[src/rtl/pipeline_hazard_controller_if.sv]
`default_nettype none
// ============================================================================
// Module      : pipeline_hazard_controller_if
// Description : ID-stage instruction, datapath status and pipeline control
//               bundle between the RV32I datapath and its hazard controller.
// Revision    : 1.0 - initial release
// ============================================================================
interface pipeline_hazard_controller_if #(
    parameter int REG_AW      = 5,
    parameter int STALL_CNT_W = 16
);
    logic                   pipe_en;
    logic [6:0]             inst_control;
    logic [9:0]             inst_alu;
    logic [REG_AW-1:0]      id_rs1;
    logic [REG_AW-1:0]      id_rs2;
    logic [REG_AW-1:0]      id_rd;
    logic                   zero_flag;
    logic                   mem_ready;

    logic [3:0]             ex_alu_op;
    logic                   ex_alu_src;
    logic [1:0]             fwd_a;
    logic [1:0]             fwd_b;
    logic                   m_memw;
    logic                   m_memr;
    logic                   wb_regw;
    logic                   wb_mem2reg;
    logic                   sel;
    logic                   stall;
    logic                   flush;
    logic [STALL_CNT_W-1:0] stall_count;

    // Datapath side: supplies instruction/status, consumes controls.
    modport master (
        output pipe_en, inst_control, inst_alu, id_rs1, id_rs2, id_rd,
               zero_flag, mem_ready,
        input  ex_alu_op, ex_alu_src, fwd_a, fwd_b, m_memw, m_memr,
               wb_regw, wb_mem2reg, sel, stall, flush, stall_count
    );

    // Controller side.
    modport slave (
        input  pipe_en, inst_control, inst_alu, id_rs1, id_rs2, id_rd,
               zero_flag, mem_ready,
        output ex_alu_op, ex_alu_src, fwd_a, fwd_b, m_memw, m_memr,
               wb_regw, wb_mem2reg, sel, stall, flush, stall_count
    );
endinterface
`default_nettype wire

[src/rtl/pipeline_hazard_controller.sv]
`default_nettype none
// ============================================================================
// Module      : pipeline_hazard_controller
// Description : 5-stage RV32I control unit: decode, ID/EX/M/WB control
//               pipeline, load-use stall, forwarding, branch flush, LSU freeze.
// Revision    : 1.0 - initial release
// ============================================================================
module pipeline_hazard_controller #(
    parameter int REG_AW      = 5,
    parameter bit FWD_EN      = 1'b1,
    parameter int STALL_CNT_W = 16
) (
    input  wire logic                 clk,
    input  wire logic                 rst,
    pipeline_hazard_controller_if.slave bus
);
    localparam logic [6:0] c_OP_RTYPE  = 7'b0110011;
    localparam logic [6:0] c_OP_IALU   = 7'b0010011;
    localparam logic [6:0] c_OP_LOAD   = 7'b0000011;
    localparam logic [6:0] c_OP_STORE  = 7'b0100011;
    localparam logic [6:0] c_OP_BRANCH = 7'b1100011;

    localparam logic [3:0] c_ALU_AND = 4'b0000;
    localparam logic [3:0] c_ALU_OR  = 4'b0001;
    localparam logic [3:0] c_ALU_ADD = 4'b0010;
    localparam logic [3:0] c_ALU_SUB = 4'b0110;
    localparam logic [3:0] c_ALU_XOR = 4'b0011;

    localparam logic [1:0] c_FWD_RF = 2'b00;
    localparam logic [1:0] c_FWD_M  = 2'b10;
    localparam logic [1:0] c_FWD_WB = 2'b01;

    typedef struct packed {
        logic [3:0]        alu_op;
        logic              alu_src;
        logic              memr;
        logic              memw;
        logic              regw;
        logic              mem2reg;
        logic              branch;
        logic [REG_AW-1:0] rd;
        logic [REG_AW-1:0] rs1;
        logic [REG_AW-1:0] rs2;
    } idex_t;

    typedef struct packed {
        logic              memr;
        logic              memw;
        logic              regw;
        logic              mem2reg;
        logic [REG_AW-1:0] rd;
    } exm_t;

    typedef struct packed {
        logic              regw;
        logic              mem2reg;
        logic [REG_AW-1:0] rd;
    } mwb_t;

    idex_t                  r_idex_q, w_idex_d, w_id_dec;
    exm_t                   r_exm_q,  w_exm_d;
    mwb_t                   r_mwb_q,  w_mwb_d;
    logic [STALL_CNT_W-1:0] r_stall_cnt_q, w_stall_cnt_d;

    logic [6:0] w_funct7;
    logic [2:0] w_funct3;
    logic [3:0] w_alu_func;
    logic [3:0] w_alu_rtype;
    logic       w_id_rs2_used;

    assign w_funct7 = bus.inst_alu[9:3];
    assign w_funct3 = bus.inst_alu[2:0];

    always_comb begin
        w_alu_func = c_ALU_ADD;
        case (w_funct3)
            3'b111:  w_alu_func = c_ALU_AND;
            3'b110:  w_alu_func = c_ALU_OR;
            3'b100:  w_alu_func = c_ALU_XOR;
            default: w_alu_func = c_ALU_ADD;
        endcase
    end

    // Only funct7=0 (base ops) and 0100000/000 (SUB) are known R-type forms.
    always_comb begin
        w_alu_rtype = c_ALU_ADD;
        if (w_funct7 == 7'b0100000) begin
            w_alu_rtype = (w_funct3 == 3'b000) ? c_ALU_SUB : c_ALU_ADD;
        end else if (w_funct7 == 7'b0000000) begin
            w_alu_rtype = w_alu_func;
        end
    end

    always_comb begin
        w_id_dec      = '0;
        w_id_rs2_used = 1'b0;
        w_id_dec.rd   = bus.id_rd;
        w_id_dec.rs1  = bus.id_rs1;
        w_id_dec.rs2  = bus.id_rs2;
        case (bus.inst_control)
            c_OP_RTYPE: begin
                w_id_dec.regw   = 1'b1;
                w_id_dec.alu_op = w_alu_rtype;
                w_id_rs2_used   = 1'b1;
            end
            c_OP_IALU: begin
                w_id_dec.regw    = 1'b1;
                w_id_dec.alu_src = 1'b1;
                w_id_dec.alu_op  = w_alu_func;
            end
            c_OP_LOAD: begin
                w_id_dec.memr    = 1'b1;
                w_id_dec.regw    = 1'b1;
                w_id_dec.mem2reg = 1'b1;
                w_id_dec.alu_src = 1'b1;
                w_id_dec.alu_op  = c_ALU_ADD;
            end
            c_OP_STORE: begin
                w_id_dec.memw    = 1'b1;
                w_id_dec.alu_src = 1'b1;
                w_id_dec.alu_op  = c_ALU_ADD;
                w_id_rs2_used    = 1'b1;
            end
            c_OP_BRANCH: begin
                w_id_dec.branch = 1'b1;
                w_id_dec.alu_op = c_ALU_SUB;
                w_id_rs2_used   = 1'b1;
            end
            default: begin
                w_id_dec = '0;
            end
        endcase
    end

    logic w_ex_rd_nz, w_m_rd_nz, w_ex_match, w_m_match;
    logic w_load_use, w_raw_stall, w_hazard;
    logic w_freeze, w_sel, w_stall, w_flush;

    assign w_ex_rd_nz = (r_idex_q.rd != '0);
    assign w_m_rd_nz  = (r_exm_q.rd != '0);
    assign w_ex_match = (r_idex_q.rd == bus.id_rs1) |
                        (w_id_rs2_used & (r_idex_q.rd == bus.id_rs2));
    assign w_m_match  = (r_exm_q.rd == bus.id_rs1) |
                        (w_id_rs2_used & (r_exm_q.rd == bus.id_rs2));

    assign w_load_use  = r_idex_q.memr & w_ex_rd_nz & w_ex_match;
    assign w_raw_stall = (r_idex_q.regw & w_ex_rd_nz & w_ex_match) |
                         (r_exm_q.regw  & w_m_rd_nz  & w_m_match);

    generate
        if (FWD_EN) begin : g_fwd
            assign w_hazard = w_load_use;

            always_comb begin
                bus.fwd_a = c_FWD_RF;
                bus.fwd_b = c_FWD_RF;
                if (r_exm_q.regw & w_m_rd_nz & (r_exm_q.rd == r_idex_q.rs1)) begin
                    bus.fwd_a = c_FWD_M;
                end else if (r_mwb_q.regw & (r_mwb_q.rd != '0) &
                             (r_mwb_q.rd == r_idex_q.rs1)) begin
                    bus.fwd_a = c_FWD_WB;
                end
                if (r_exm_q.regw & w_m_rd_nz & (r_exm_q.rd == r_idex_q.rs2)) begin
                    bus.fwd_b = c_FWD_M;
                end else if (r_mwb_q.regw & (r_mwb_q.rd != '0) &
                             (r_mwb_q.rd == r_idex_q.rs2)) begin
                    bus.fwd_b = c_FWD_WB;
                end
            end
        end else begin : g_no_fwd
            // Register file writes before it reads, so WB needs no stall.
            assign w_hazard  = w_load_use | w_raw_stall;
            assign bus.fwd_a = c_FWD_RF;
            assign bus.fwd_b = c_FWD_RF;
        end
    endgenerate

    // Combinational controls are held low while reset is applied.
    assign w_freeze = ~bus.pipe_en | ((r_exm_q.memr | r_exm_q.memw) & ~bus.mem_ready);
    assign w_sel    = ~rst & r_idex_q.branch & bus.zero_flag & ~w_freeze;
    assign w_flush  = w_sel;
    assign w_stall  = ~rst & (w_freeze | (w_hazard & ~w_sel));

    always_comb begin
        w_idex_d      = r_idex_q;
        w_exm_d       = r_exm_q;
        w_mwb_d       = r_mwb_q;
        w_stall_cnt_d = r_stall_cnt_q;
        if (!w_freeze) begin
            w_idex_d         = (w_sel | w_hazard) ? idex_t'('0) : w_id_dec;
            w_exm_d.memr     = r_idex_q.memr;
            w_exm_d.memw     = r_idex_q.memw;
            w_exm_d.regw     = r_idex_q.regw;
            w_exm_d.mem2reg  = r_idex_q.mem2reg;
            w_exm_d.rd       = r_idex_q.rd;
            w_mwb_d.regw     = r_exm_q.regw;
            w_mwb_d.mem2reg  = r_exm_q.mem2reg;
            w_mwb_d.rd       = r_exm_q.rd;
        end
        if (w_stall && !(&r_stall_cnt_q)) begin
            w_stall_cnt_d = r_stall_cnt_q + STALL_CNT_W'(1);
        end
    end

    always_ff @(posedge clk) begin
        if (rst) begin
            r_idex_q      <= '0;
            r_exm_q       <= '0;
            r_mwb_q       <= '0;
            r_stall_cnt_q <= '0;
        end else begin
            r_idex_q      <= w_idex_d;
            r_exm_q       <= w_exm_d;
            r_mwb_q       <= w_mwb_d;
            r_stall_cnt_q <= w_stall_cnt_d;
        end
    end

    assign bus.ex_alu_op   = r_idex_q.alu_op;
    assign bus.ex_alu_src  = r_idex_q.alu_src;
    assign bus.m_memw      = r_exm_q.memw;
    assign bus.m_memr      = r_exm_q.memr;
    assign bus.wb_regw     = r_mwb_q.regw;
    assign bus.wb_mem2reg  = r_mwb_q.mem2reg;
    assign bus.sel         = w_sel;
    assign bus.stall       = w_stall;
    assign bus.flush       = w_flush;
    assign bus.stall_count = r_stall_cnt_q;

endmodule
`default_nettype wire

[src/flat_wrapper.sv]
// flat-port wrapper written by rule: the top's interface ports become plain ports
module pipeline_hazard_controller_flat 
#(
    parameter int REG_AW      = 5,
    parameter bit FWD_EN      = 1'b1,
    parameter int STALL_CNT_W = 16
)
  (clk, rst, bus_pipe_en, bus_inst_control, bus_inst_alu, bus_id_rs1, bus_id_rs2, bus_id_rd, bus_zero_flag, bus_mem_ready, bus_ex_alu_op, bus_ex_alu_src, bus_fwd_a, bus_fwd_b, bus_m_memw, bus_m_memr, bus_wb_regw, bus_wb_mem2reg, bus_sel, bus_stall, bus_flush, bus_stall_count);
  pipeline_hazard_controller_if #(.REG_AW(REG_AW), .STALL_CNT_W(STALL_CNT_W)) bus_i ();
  input  wire logic clk;
  input  wire logic rst;
  input wire logic [$bits(bus_i.pipe_en)-1:0] bus_pipe_en;
  input wire logic [$bits(bus_i.inst_control)-1:0] bus_inst_control;
  input wire logic [$bits(bus_i.inst_alu)-1:0] bus_inst_alu;
  input wire logic [$bits(bus_i.id_rs1)-1:0] bus_id_rs1;
  input wire logic [$bits(bus_i.id_rs2)-1:0] bus_id_rs2;
  input wire logic [$bits(bus_i.id_rd)-1:0] bus_id_rd;
  input wire logic [$bits(bus_i.zero_flag)-1:0] bus_zero_flag;
  input wire logic [$bits(bus_i.mem_ready)-1:0] bus_mem_ready;
  output wire logic [$bits(bus_i.ex_alu_op)-1:0] bus_ex_alu_op;
  output wire logic [$bits(bus_i.ex_alu_src)-1:0] bus_ex_alu_src;
  output wire logic [$bits(bus_i.fwd_a)-1:0] bus_fwd_a;
  output wire logic [$bits(bus_i.fwd_b)-1:0] bus_fwd_b;
  output wire logic [$bits(bus_i.m_memw)-1:0] bus_m_memw;
  output wire logic [$bits(bus_i.m_memr)-1:0] bus_m_memr;
  output wire logic [$bits(bus_i.wb_regw)-1:0] bus_wb_regw;
  output wire logic [$bits(bus_i.wb_mem2reg)-1:0] bus_wb_mem2reg;
  output wire logic [$bits(bus_i.sel)-1:0] bus_sel;
  output wire logic [$bits(bus_i.stall)-1:0] bus_stall;
  output wire logic [$bits(bus_i.flush)-1:0] bus_flush;
  output wire logic [$bits(bus_i.stall_count)-1:0] bus_stall_count;
  assign bus_i.pipe_en = bus_pipe_en;
  assign bus_i.inst_control = bus_inst_control;
  assign bus_i.inst_alu = bus_inst_alu;
  assign bus_i.id_rs1 = bus_id_rs1;
  assign bus_i.id_rs2 = bus_id_rs2;
  assign bus_i.id_rd = bus_id_rd;
  assign bus_i.zero_flag = bus_zero_flag;
  assign bus_i.mem_ready = bus_mem_ready;
  assign bus_ex_alu_op = bus_i.ex_alu_op;
  assign bus_ex_alu_src = bus_i.ex_alu_src;
  assign bus_fwd_a = bus_i.fwd_a;
  assign bus_fwd_b = bus_i.fwd_b;
  assign bus_m_memw = bus_i.m_memw;
  assign bus_m_memr = bus_i.m_memr;
  assign bus_wb_regw = bus_i.wb_regw;
  assign bus_wb_mem2reg = bus_i.wb_mem2reg;
  assign bus_sel = bus_i.sel;
  assign bus_stall = bus_i.stall;
  assign bus_flush = bus_i.flush;
  assign bus_stall_count = bus_i.stall_count;
  pipeline_hazard_controller #(.REG_AW(REG_AW), .FWD_EN(FWD_EN), .STALL_CNT_W(STALL_CNT_W)) u_core (.clk(clk), .rst(rst), .bus(bus_i));
endmodule
[config.mk]
export PLATFORM = sky130hd
export DESIGN_NAME = pipeline_hazard_controller_flat
export DESIGN_NICKNAME = d
export VERILOG_FILES = /design/src/rtl/pipeline_hazard_controller_if.sv /design/src/rtl/pipeline_hazard_controller.sv /design/src/flat_wrapper.sv
export SDC_FILE = /design/constraint.sdc
export NUM_CORES = 1
export LEC_CHECK = 0
export ABC_AREA = 1
export ABC_CLOCK_PERIOD_IN_PS = 3150
export BUFFER_PORTS_ARGS = -buffer_cell sky130_fd_sc_hd__buf_4
export CAP_MARGIN = 20
export CORE_AREA = 2 2 91 93
export CTS_CLUSTER_DIAMETER = 80
export DETAILED_ROUTE_END_ITERATION = 10
export DIE_AREA = 0 0 93 95
export PLACE_DENSITY = 0.66
export SLEW_MARGIN = 0
export SYNTH_ARGS = -nofsm -noshare
export SYNTH_HDL_FRONTEND = slang
export SYNTH_SLANG_ARGS = --single-unit
[constraint.sdc]
create_clock -name clk -period 3.15 [get_ports clk]
set_input_delay 0.1575 -clock clk [delete_from_list [all_inputs] [get_ports clk]]
set_output_delay 0.1575 -clock clk [all_outputs]
set_load 0.02 [all_outputs]
==> impl_metrics.yaml, run 1 <==
pwr:
  p_sw_frac: 0.279
  p_total_mw: 1.37
  power.share.sequential: 0.539
  irDropWorstVdd_mv: 0.157
  netSwitchingPower_mw: 0.381
  p_clk_frac: 0.292
  comb_power_share: 0.169
  cellPowerDensity_nw_per_um2: 375
  leakage_nw: 1.55
  p_int_mw: 0.984
sta:
  min_period_ps: 2400
  fmax_mhz: 417
  tns_ps: 0
  rsz0062_at_grt: "no"
  slew_violations: 0
  min_period_over_period: 0.761
  whs_ps: 121
  maxSlewHeadroom: 0.543
  worst_slew_pin_slew_ps: 684
  skew_ps: 5.01
  setup_ws_ps: 752
  final_hold_viol_count: 0
  finalSetupViolCount: 0
drt:
  routed.top_layer: "met4"
  drc_errors: 0
  wl_um: 7220
  met2_length_um: 3550
  wl_met3_um: 330
  ant_nets: 0
  firstDrtPassIters: 4
  dr_total_vias: 2879
  wl_met1_um: 3270
  vias_per_cell: 4.84
  drt_iter0_markers: 147
  wl_per_cell_um: 12.1
floorplan:
  die_h_um: 95
  rows: 33
  die-area_sq_um: 8840
  die_x_um: 93
  initial_core_util: 0.382
  core-area_sq_um: 7930
  ioPinCount: 69
global_route:
  grtUsageTotal: 0.170
  grt_first_pass_wirelength_um: 12200
  first_global_vias: 2681
  antenna_found_initial: 0
  grt_overflow: 0
  grt_max_degree: 36
synth:
  synth_edf_count: 0
  synth.distinct_cells: 39
  ys_seq_area_frac: 0.357
  synth_nets: 472
  ys_ff_latch: 54
  synthCells: 434
  synth_top_flop_cell: "dfxtp_1"
  yosys_warnings: 0
  syn-cell-area_sq_um: 3030
  syn_avg_cell_area_sq_um: 6.98
  synthArstFlopShare: 0
setup_path:
  worstPathArrival_ps: 2240
  critPathTopFamily: "simple AND/OR/NAND/NOR gates"
  cp-end-kind: "primary output"
  cp_slowest_cell: "dfxtp_1"
  path_class: "flip-flop to primary output"
  startpoint: "u_core.r_idex_q[11]"
  cpPeakStageDelay_ps: 430
  crit_buf_inv: 2
  crit_chain: "inv_2 -> nand2_1 -> nand2_1 -> nor2_1 -> nand2_1 -> nor2_1 -> nand2_1 -> nand2_1 -> nand2_1 -> nand2_1 -> nand2_1 -> nor2_1 -> buf_4"
  cp-start-kind: "flip-flop"
  cp_common_cell: "nand2_1"
  cp_max_fo: 22
  critPathRequiredTime_ps: 2990
  r2r-start: "u_core.r_idex_q[11]"
final_layout:
  multiInputGateArea_sq_um: 1690
  area.growth.synth_to_final_pct: 20.1
  fillers: 812
  seq_area_sq_um: 1080
  finalNetCount: 527
  drive_gt1_frac: 0.216
  antenna_cells: 0
  final_cells: 595
place:
  dp_cells: 587
  detailed_place_hpwl_um: 5330
  io_buffers: 67
  pre_cts_ws_ps: 1080
  gp_congestion: 0.891
job:
  maxCapViolCount: 0
clock_tree:
  ctsHoldBuffers: 0
  clk_latency_ps: 300
  cts_tree: "yes"
  clockBufferDepth: 2
  cts_root_buffer: "clkbuf_8"
  postCtsSetupRepairBufs: 0
  htreeDepth: 2
  cts_sinks: 54
  post_cts_resized: 0
  clk_pin_slew_worst_paths_ps: 90
  cts_buffers: 5
min_path:
  hp-class: "primary input to flip-flop"
  holdCritStartpoint: "bus_id_rd[4]"
status:
  status: "complete, no violations"
==> per-stage QoR <==
stage               area, sq um  utilization
global placement           3550        0.448
CTS                        3640        0.459
detailed placement         3550        0.448
global route               3640        0.459
finish                     3640        0.459
floorplan                  3030            -
==> tightest hold or removal path, stage by stage <==
cell,delay (ps)
buf_4,110
nand3_1,70
a21oi_1,60
==> routing by layer <==
metal | global-route usage | vias up
li1 | - | 1507
met1 | 0.223 | 1294
met2 | 0.296 | 70
met3 | 0.0239 | 8
met4 | 0.0404 | 0
met5 | 0 | -
==> layout make-up <==
cell class                 instances  area share
timing repair buffer              69       0.142
inverter                          34      0.0357
tap                              105      0.0361
sequential                        54       0.297
multi-input combinational        325       0.464
clock inverter                     1     0.00137
clock buffer                       7      0.0237
==> worst paths after layout <==
kind,endpoint,slack (ps),depth (start not counted)
worst min register to register,u_core.bus.ex_alu_src,480,2
worst max register to register,u_core.bus.stall_count[3],1080,15
worst min-delay path,u_core.r_idex_q[14],120,3
worst max-delay path,bus_stall,750,13
==> power groups by stage <==
stage | registers [mW] | logic (mW) | clock network [mW]
2_1_floorplan | 0.757 | 0.137 | 0
3_3_place_gp | 0.751 | 0.229 | 0
3_5_place_dp | 0.752 | 0.231 | 0
4_1_cts | 0.736 | 0.232 | 0.419
5_1_grt | 0.739 | 0.260 | 0.447
6_report | 0.736 | 0.231 | 0.399
==> cells by family after synthesis <==
family / Yosys count / synth area share
AOI/OAI and AO/OA: 57 / 0.0970
xor gates and xnor gates: 30 / 0.0867
adders and majority gates: 1 / 0.00413
buffers and inverters: 55 / 0.0859
DFF: 54 / 0.357
other: 1 / 0.00124
and+or+nand+nor: 236 / 0.368
==> Yosys cell counts (2+ instances only) <==
cell | instances | area, sq um
inv_2 | 6 | 22.5
nor2_2 | 4 | 25.0
nand3_2 | 5 | 50.1
nor3_4 | 3 | 48.8
nor3_1 | 3 | 15.0
xor2_1 | 11 | 96.3
xnor2_1 | 19 | 166
a21oi_1 | 29 | 145
clkbuf_1 | 6 | 22.5
o21ai_0 | 23 | 115
inv_1 | 27 | 101
dfxtp_1 | 54 | 1080
nor2_1 | 75 | 282
nor2_4 | 2 | 22.5
nand2_2 | 6 | 37.5
buf_6 | 3 | 33.8
buf_2 | 4 | 20.0
nand4_1 | 15 | 93.8
or4_1 | 2 | 15.0
nand3_1 | 26 | 130
buf_4 | 6 | 45.0
nand2_1 | 86 | 323
nor4_1 | 3 | 18.8
==> state kept, by name, summed over array words and instances, names as in the netlist <==
register	cells
u_core.bus.m_memw	1
u_core.bus.ex_alu_src	1
u_core.bus.ex_alu_op	3
u_core.bus.wb_mem2reg	1
u_core.bus.stall_count	16
u_core.bus.wb_regw	1
u_core.r_exm_q	6
u_core.bus.m_memr	1
u_core.r_idex_q	19
u_core.r_mwb_q	5
==> cell usage in the layout, fill, tap and decap left out, drive strengths merged, types with 2 or more instances in the layout <==
cell type / count
buf: 69
a21oi: 29
nor2: 81
nand2: 93
o21ai: 24
nor4: 3
clkbuf: 7
nand4: 15
xnor2: 19
or4: 2
dfxtp: 54
nor3: 6
xor2: 11
inv: 34
nand3: 32
or2: 2
No activity file was read; power rests on OpenSTA's default activity.
==> run 2, diff against run 1 <==
--- a/config.mk
+++ b/config.mk
@@ -6,14 +6,14 @@
 export NUM_CORES = 1
 export LEC_CHECK = 0
 export ABC_AREA = 1
-export ABC_CLOCK_PERIOD_IN_PS = 3150
+export ABC_CLOCK_PERIOD_IN_PS = 2090
 export BUFFER_PORTS_ARGS = -buffer_cell sky130_fd_sc_hd__buf_4
 export CAP_MARGIN = 20
 export CORE_AREA = 2 2 91 93
 export CTS_CLUSTER_DIAMETER = 80
 export DETAILED_ROUTE_END_ITERATION = 10
 export DIE_AREA = 0 0 93 95
-export PLACE_DENSITY = 0.66
+export PLACE_DENSITY = 0.69
 export SLEW_MARGIN = 0
 export SYNTH_ARGS = -nofsm -noshare
 export SYNTH_HDL_FRONTEND = slang
==> constraint.sdc (replaced) <==
create_clock -name clk -period 2.09 [get_ports clk]
set_input_delay 0.1045 -clock clk [delete_from_list [all_inputs] [get_ports clk]]
set_output_delay 0.1045 -clock clk [all_outputs]
set_load 0.02 [all_outputs]
==> run 2 against run 1 <==
Sequential share of layout area shrank 0.45 points. Clock power grew 71%. Power grew 57%. Critical path type unchanged. Final cell count grew 0.84%. Highest routed layer unchanged.
==> impl_metrics.yaml, run 2 (synthesized netlist as in run 1, its figures left out) <==
global_route:
  grt_max_degree: 35
  grtUsageTotal: 0.169
  antenna_found_initial: 0
  first_global_vias: 2720
  grt_first_pass_wirelength_um: 12200
  grt_overflow: 0
setup_path:
  cp-end-kind: "primary output"
  ff2ff_setup_slack_ps: 240
  startpoint: "u_core.r_idex_q[11]"
  cp_common_cell: "nand2_2"
  cp_slowest_cell: "dfxtp_2"
  cpPeakStageDelay_ps: 370
  crit_path_end: "bus_stall"
  critPathRequiredTime_ps: 1990
  timing.rr.end: "u_core.bus.stall_count[2]"
  cp-start-kind: "flip-flop"
  cp_max_fo: 8
  path_class: "flip-flop to primary output"
  r2r-start: "u_core.r_idex_q[11]"
  worstPathArrival_ps: 1810
  rr_worst_depth: 11
  crit_chain: "or2_0 -> a21oi_1 -> nand4_1 -> nand2_2 -> nand2_4 -> nand2_1 -> nand2_2 -> nor2_1 -> buf_4"
final_layout:
  regMostFlops: "u_core.r_idex_q"
  seq_area_sq_um: 1080
  final_common_cell: "nand2_1"
  drive_gt1_frac: 0.234
  final_cells: 600
  largest_reg_flops: 19
  finalNetCount: 532
  multiInputGateArea_sq_um: 1700
  area.growth.synth_to_final_pct: 22.4
  antenna_cells: 0
  fin_area_sq_um: 3710
  fillers: 818
  layout_common_cells: "nand2_1 (83), nor2_1 (75), buf_4 (74)"
clock_tree:
  htreeDepth: 2
  cts_sinks: 54
  clk_latency_ps: 300
  ctsHoldBuffers: 0
  cts_buffers: 5
  clk_pin_slew_worst_paths_ps: 90
  cts_root_buffer: "clkbuf_8"
  clockBufferDepth: 2
  cts_tree: "yes"
drt:
  drc_errors: 0
  ant_nets: 0
  wl_um: 7120
  drt_iter0_markers: 94
  dr_total_vias: 2855
  wl_per_cell_um: 11.9
  firstDrtPassIters: 4
  vias_per_cell: 4.76
sta:
  tns_ps: 0
  finalSetupViolCount: 0
  min_period_over_period: 0.917
  fmax_mhz: 522
  maxSlewHeadroom: 0.549
  rsz0062_at_grt: "no"
  worst_slew_pin_slew_ps: 674
  slew_violations: 0
  min_period_ps: 1920
  final_hold_viol_count: 0
  whs_ps: 71.3
  skew_ps: 3.13
place:
  detailed_place_hpwl_um: 5410
  placed_area_sq_um: 3580
  io_buffers: 67
  dp_cells: 591
  gp_congestion: 0.860
min_path:
  hp-class: "primary input to flip-flop"
  hold_depth: 3
floorplan:
  die_x_um: 93
  die-area_sq_um: 8840
  rows: 33
  ioPinCount: 69
  die_h_um: 95
  core-area_sq_um: 7930
  initial_core_util: 0.382
pwr:
  cellPowerDensity_nw_per_um2: 577
  leakage_nw: 1.60
  irDropWorstVdd_mv: 0.322
  p_total_mw: 2.14
job:
  maxCapViolCount: 0
status:
  status: "complete, no violations"
==> run 2: cell count changes in the layout (fill, tap and decap cells not counted), sizes merged <==
cell | previous run | this run
buf | 69 | 74
bufinv | 0 | 1
clkinv | 1 | 0
==> run 2: metrics by stage <==
step / util / setup WS [ps]
3_5_place_dp: 0.452 / 175
4_1_cts: 0.465 / 4.92
3_3_place_gp: 0.452 / 215
5_1_grt: 0.468 / 8.02
2_1_floorplan: - / 293
6_report: 0.468 / 173
==> run 2: what timing repair did <==
item | CTS | global route
setup endpoints to repair | 1 | 7
pin swaps | 0 | 2
setup buffers | 0 | 1
gates resized for setup | 1 | 7
==> run 2: critical path, delay by kind of cell, from the launching register on <==
family / cells / cell delay [ps]
flip-flops: 1 / 370
AND/OR/NAND/NOR: 7 / 870
AO/OA/AOI/OAI: 1 / 140
buffers and inverters: 1 / 140
==> run 2: layout make-up <==
cell class | count | area share
Clock inverter | 1 | 0.00809
Inverter | 34 | 0.0351
Sequential cell | 54 | 0.292
Tap cell | 105 | 0.0354
Timing Repair Buffer | 74 | 0.150
Multi-Input combinational cell | 325 | 0.459
Clock buffer | 7 | 0.0206
==> run 2: worst min-delay path by stage <==
stage / slack (ps) / to / from
after floorplan: 250 / u_core.r_idex_q[12] / bus_id_rd[2]
after global placement: 380 / u_core.r_idex_q[12] / bus_id_rd[2]
after detailed placement: 390 / u_core.r_idex_q[13] / bus_id_rd[3]
after CTS: 70 / u_core.r_idex_q[13] / bus_id_rd[3]
after global routing: 60 / u_core.r_idex_q[12] / bus_id_rd[2]
final: 70 / u_core.r_idex_q[10] / bus_id_rd[0]
==> run 2: where the power goes <==
part | total (mW) | switching [mW] | internal (mW)
clock | 0.683 | 0.324 | 0.359
sequential | 1.11 | 0.0460 | 1.06
combinational | 0.347 | 0.191 | 0.156
==> run 2: layer usage <==
metal,part of all wire,global-route usage,vias up,routed length (um)
met5,0,0,-,0
met4,0.015,0.0441,0,108
met3,0.040,0.0271,11,285
met2,0.48,0.300,57,3440
met1,0.46,0.214,1270,3280
li1,-,-,1517,-
==> run 3, diff against run 2 <==
==> constraint.sdc (replaced) <==
create_clock -name clk -period 2.09 [get_ports clk]
set_input_delay 0.418 -clock clk [delete_from_list [all_inputs] [get_ports clk]]
set_output_delay 0.418 -clock clk [all_outputs]
set_load 0.02 [all_outputs]
==> run 3 against run 2 <==
The run now ends with negative setup slack left. Via count is 1.8% higher. Die area unchanged. Count of clock-buffer cells in the layout is 2 lower. Global-route usage fell by 0.33 points. Critical path type unchanged. Largest cell class unchanged. Largest power group unchanged.
==> impl_metrics.yaml, run 3 (synthesized netlist as in run 1, its figures left out) <==
global_route:
  grt_max_degree: 35
  antenna_found_initial: 0
  grt_first_pass_wirelength_um: 12000
  grtUsageTotal: 0.166
  first_global_vias: 2766
  grt_overflow: 0
setup_path:
  cp-start-kind: "flip-flop"
  cp-end-kind: "primary output"
  path_class: "flip-flop to primary output"
  critPathRequiredTime_ps: 1670
  rr_worst_depth: 14
  worstPathArrival_ps: 1750
  timing.rr.end: "u_core.bus.stall_count[9]"
  cp_max_fo: 4
  ff2ff_setup_slack_ps: 250
  r2r-start: "u_core.bus.stall_count[1]"
pwr:
  p_int_mw: 1.46
  power.share.sequential: 0.541
  cellPowerDensity_nw_per_um2: 538
  p_sw_frac: 0.285
  irDropWorstVdd_mv: 0.261
  netSwitchingPower_mw: 0.581
  leakage_nw: 1.62
  comb_power_share: 0.185
  p_total_mw: 2.04
  p_clk_frac: 0.274
sta:
  min_period_over_period: 1.04
  fmax_mhz: 462
  tns_ps: -144
  min_period_ps: 2170
  final_hold_viol_count: 0
  whs_ps: 379
  finalSetupViolCount: 2
  rsz0062_at_grt: "yes"
  slew_violations: 0
  setup_ws_ps: -75.7
  skew_ps: 6.14
clock_tree:
  clk_pin_slew_worst_paths_ps: 90
  cts_tree: "yes"
  ctsHoldBuffers: 0
  cts_buffers: 5
  clk_latency_ps: 300
  cts_root_buffer: "clkbuf_8"
  clockBufferDepth: 2
  htreeDepth: 2
  cts_sinks: 54
floorplan:
  die_h_um: 95
  initial_core_util: 0.382
  ioPinCount: 69
  rows: 33
  core-area_sq_um: 7930
  die-area_sq_um: 8840
  die_x_um: 93
final_layout:
  antenna_cells: 0
  layout_common_cells: "nand2_1 (83), buf_4 (79), nor2_1 (74)"
  drive_gt1_frac: 0.263
  final_util: 0.479
  finalNetCount: 539
  final_cells: 606
  regMostFlops: "u_core.r_idex_q"
  final_common_cell: "nand2_1"
  fin_area_sq_um: 3800
  largest_reg_flops: 19
  area.growth.synth_to_final_pct: 25.3
min_path:
  hold_end: "u_core.r_idex_q[11]"
  hold_depth: 3
  holdCritStartpoint: "bus_id_rd[1]"
  hp-class: "primary input to flip-flop"
job:
  maxCapViolCount: 0
drt:
  firstDrtPassIters: 4
  drt_iter0_markers: 102
  wl_um: 7090
  wl_per_cell_um: 11.7
  ant_nets: 0
  vias_per_cell: 4.80
  dr_total_vias: 2906
  drc_errors: 0
place:
  io_buffers: 67
  gp_congestion: 0.866
  pre_cts_ws_ps: 14.3
  placed_area_sq_um: 3620
  detailed_place_hpwl_um: 5340
  dp_cells: 595
status:
  status: "finished with violations"
  violations: "negative setup slack"
[run 3: cell types whose count changed in the layout (fill, tap and decap cells not counted), moves of 2 or more]
cell,delta
buf_4,+5
dfxtp_4,+3
nor3_1,-3
nor3_2,+3
clkbuf_1,-2
clkinv_2,+2
dfxtp_1,-2
[run 3: how the worst max path moves through the flow]
stage	from	endpoint	slack (ps)	depth (start not counted)
final	u_core.r_exm_q[1]	bus_fwd_a[0]	-80	5
after global routing	u_core.r_exm_q[1]	bus_fwd_a[0]	-170	5
after CTS	u_core.r_exm_q[1]	bus_fwd_b[0]	-70	5
after detailed placement	bus_inst_control[3]	bus_stall	10	11
after global placement	bus_inst_control[3]	bus_stall	10	11
after floorplan	u_core.r_exm_q[1]	bus_fwd_a[0]	4	4
[run 3: power groups by stage]
stage,registers (mW),logic [mW],clock network (mW)
after floorplan,1.14,0.206,0
after global routing,1.11,0.421,0.627
after detailed placement,1.13,0.362,0
after CTS,1.11,0.365,0.581
after global placement,1.13,0.356,0
final,1.10,0.378,0.559
[run 3: critical path, cell delays in order (launching register included)]
cell and delay, ps:
dfxtp_4 360, or4_4 540, o21ai_4 180, nor3_2 70, nor3_2 140, buf_4 160
[run 3: area by class of cell]
| class | count | area (sq um) |
|---|---|---|
| fill | 823 | 4130 |
| multi-input combinational | 325 | 1730 |
| sequential | 54 | 1090 |
| timing repair buffer | 81 | 624 |
| inverter | 34 | 133 |
| tap | 105 | 131 |
| clock buffer | 5 | 68.8 |
| clock inverter | 2 | 10.0 |
[run 3: layer usage]
layer	up-vias	wire length, um	track usage	share of wire
met1	1315	3350	0.211	0.47
met3	6	189	0.0215	0.027
li1	1534	-	-	-
met5	-	0	0	0
met2	51	3470	0.295	0.49
met4	0	85	0.0453	0.012
[run 3: what timing repair did]
| item | CTS | global route |
|---|---|---|
| setup endpoints to repair | 5 | 3 |
| cloned | 0 | 0 |
| gates resized for setup | 9 | 13 |
| pin swaps | 5 | 6 |
| setup buffers | 2 | 2 |
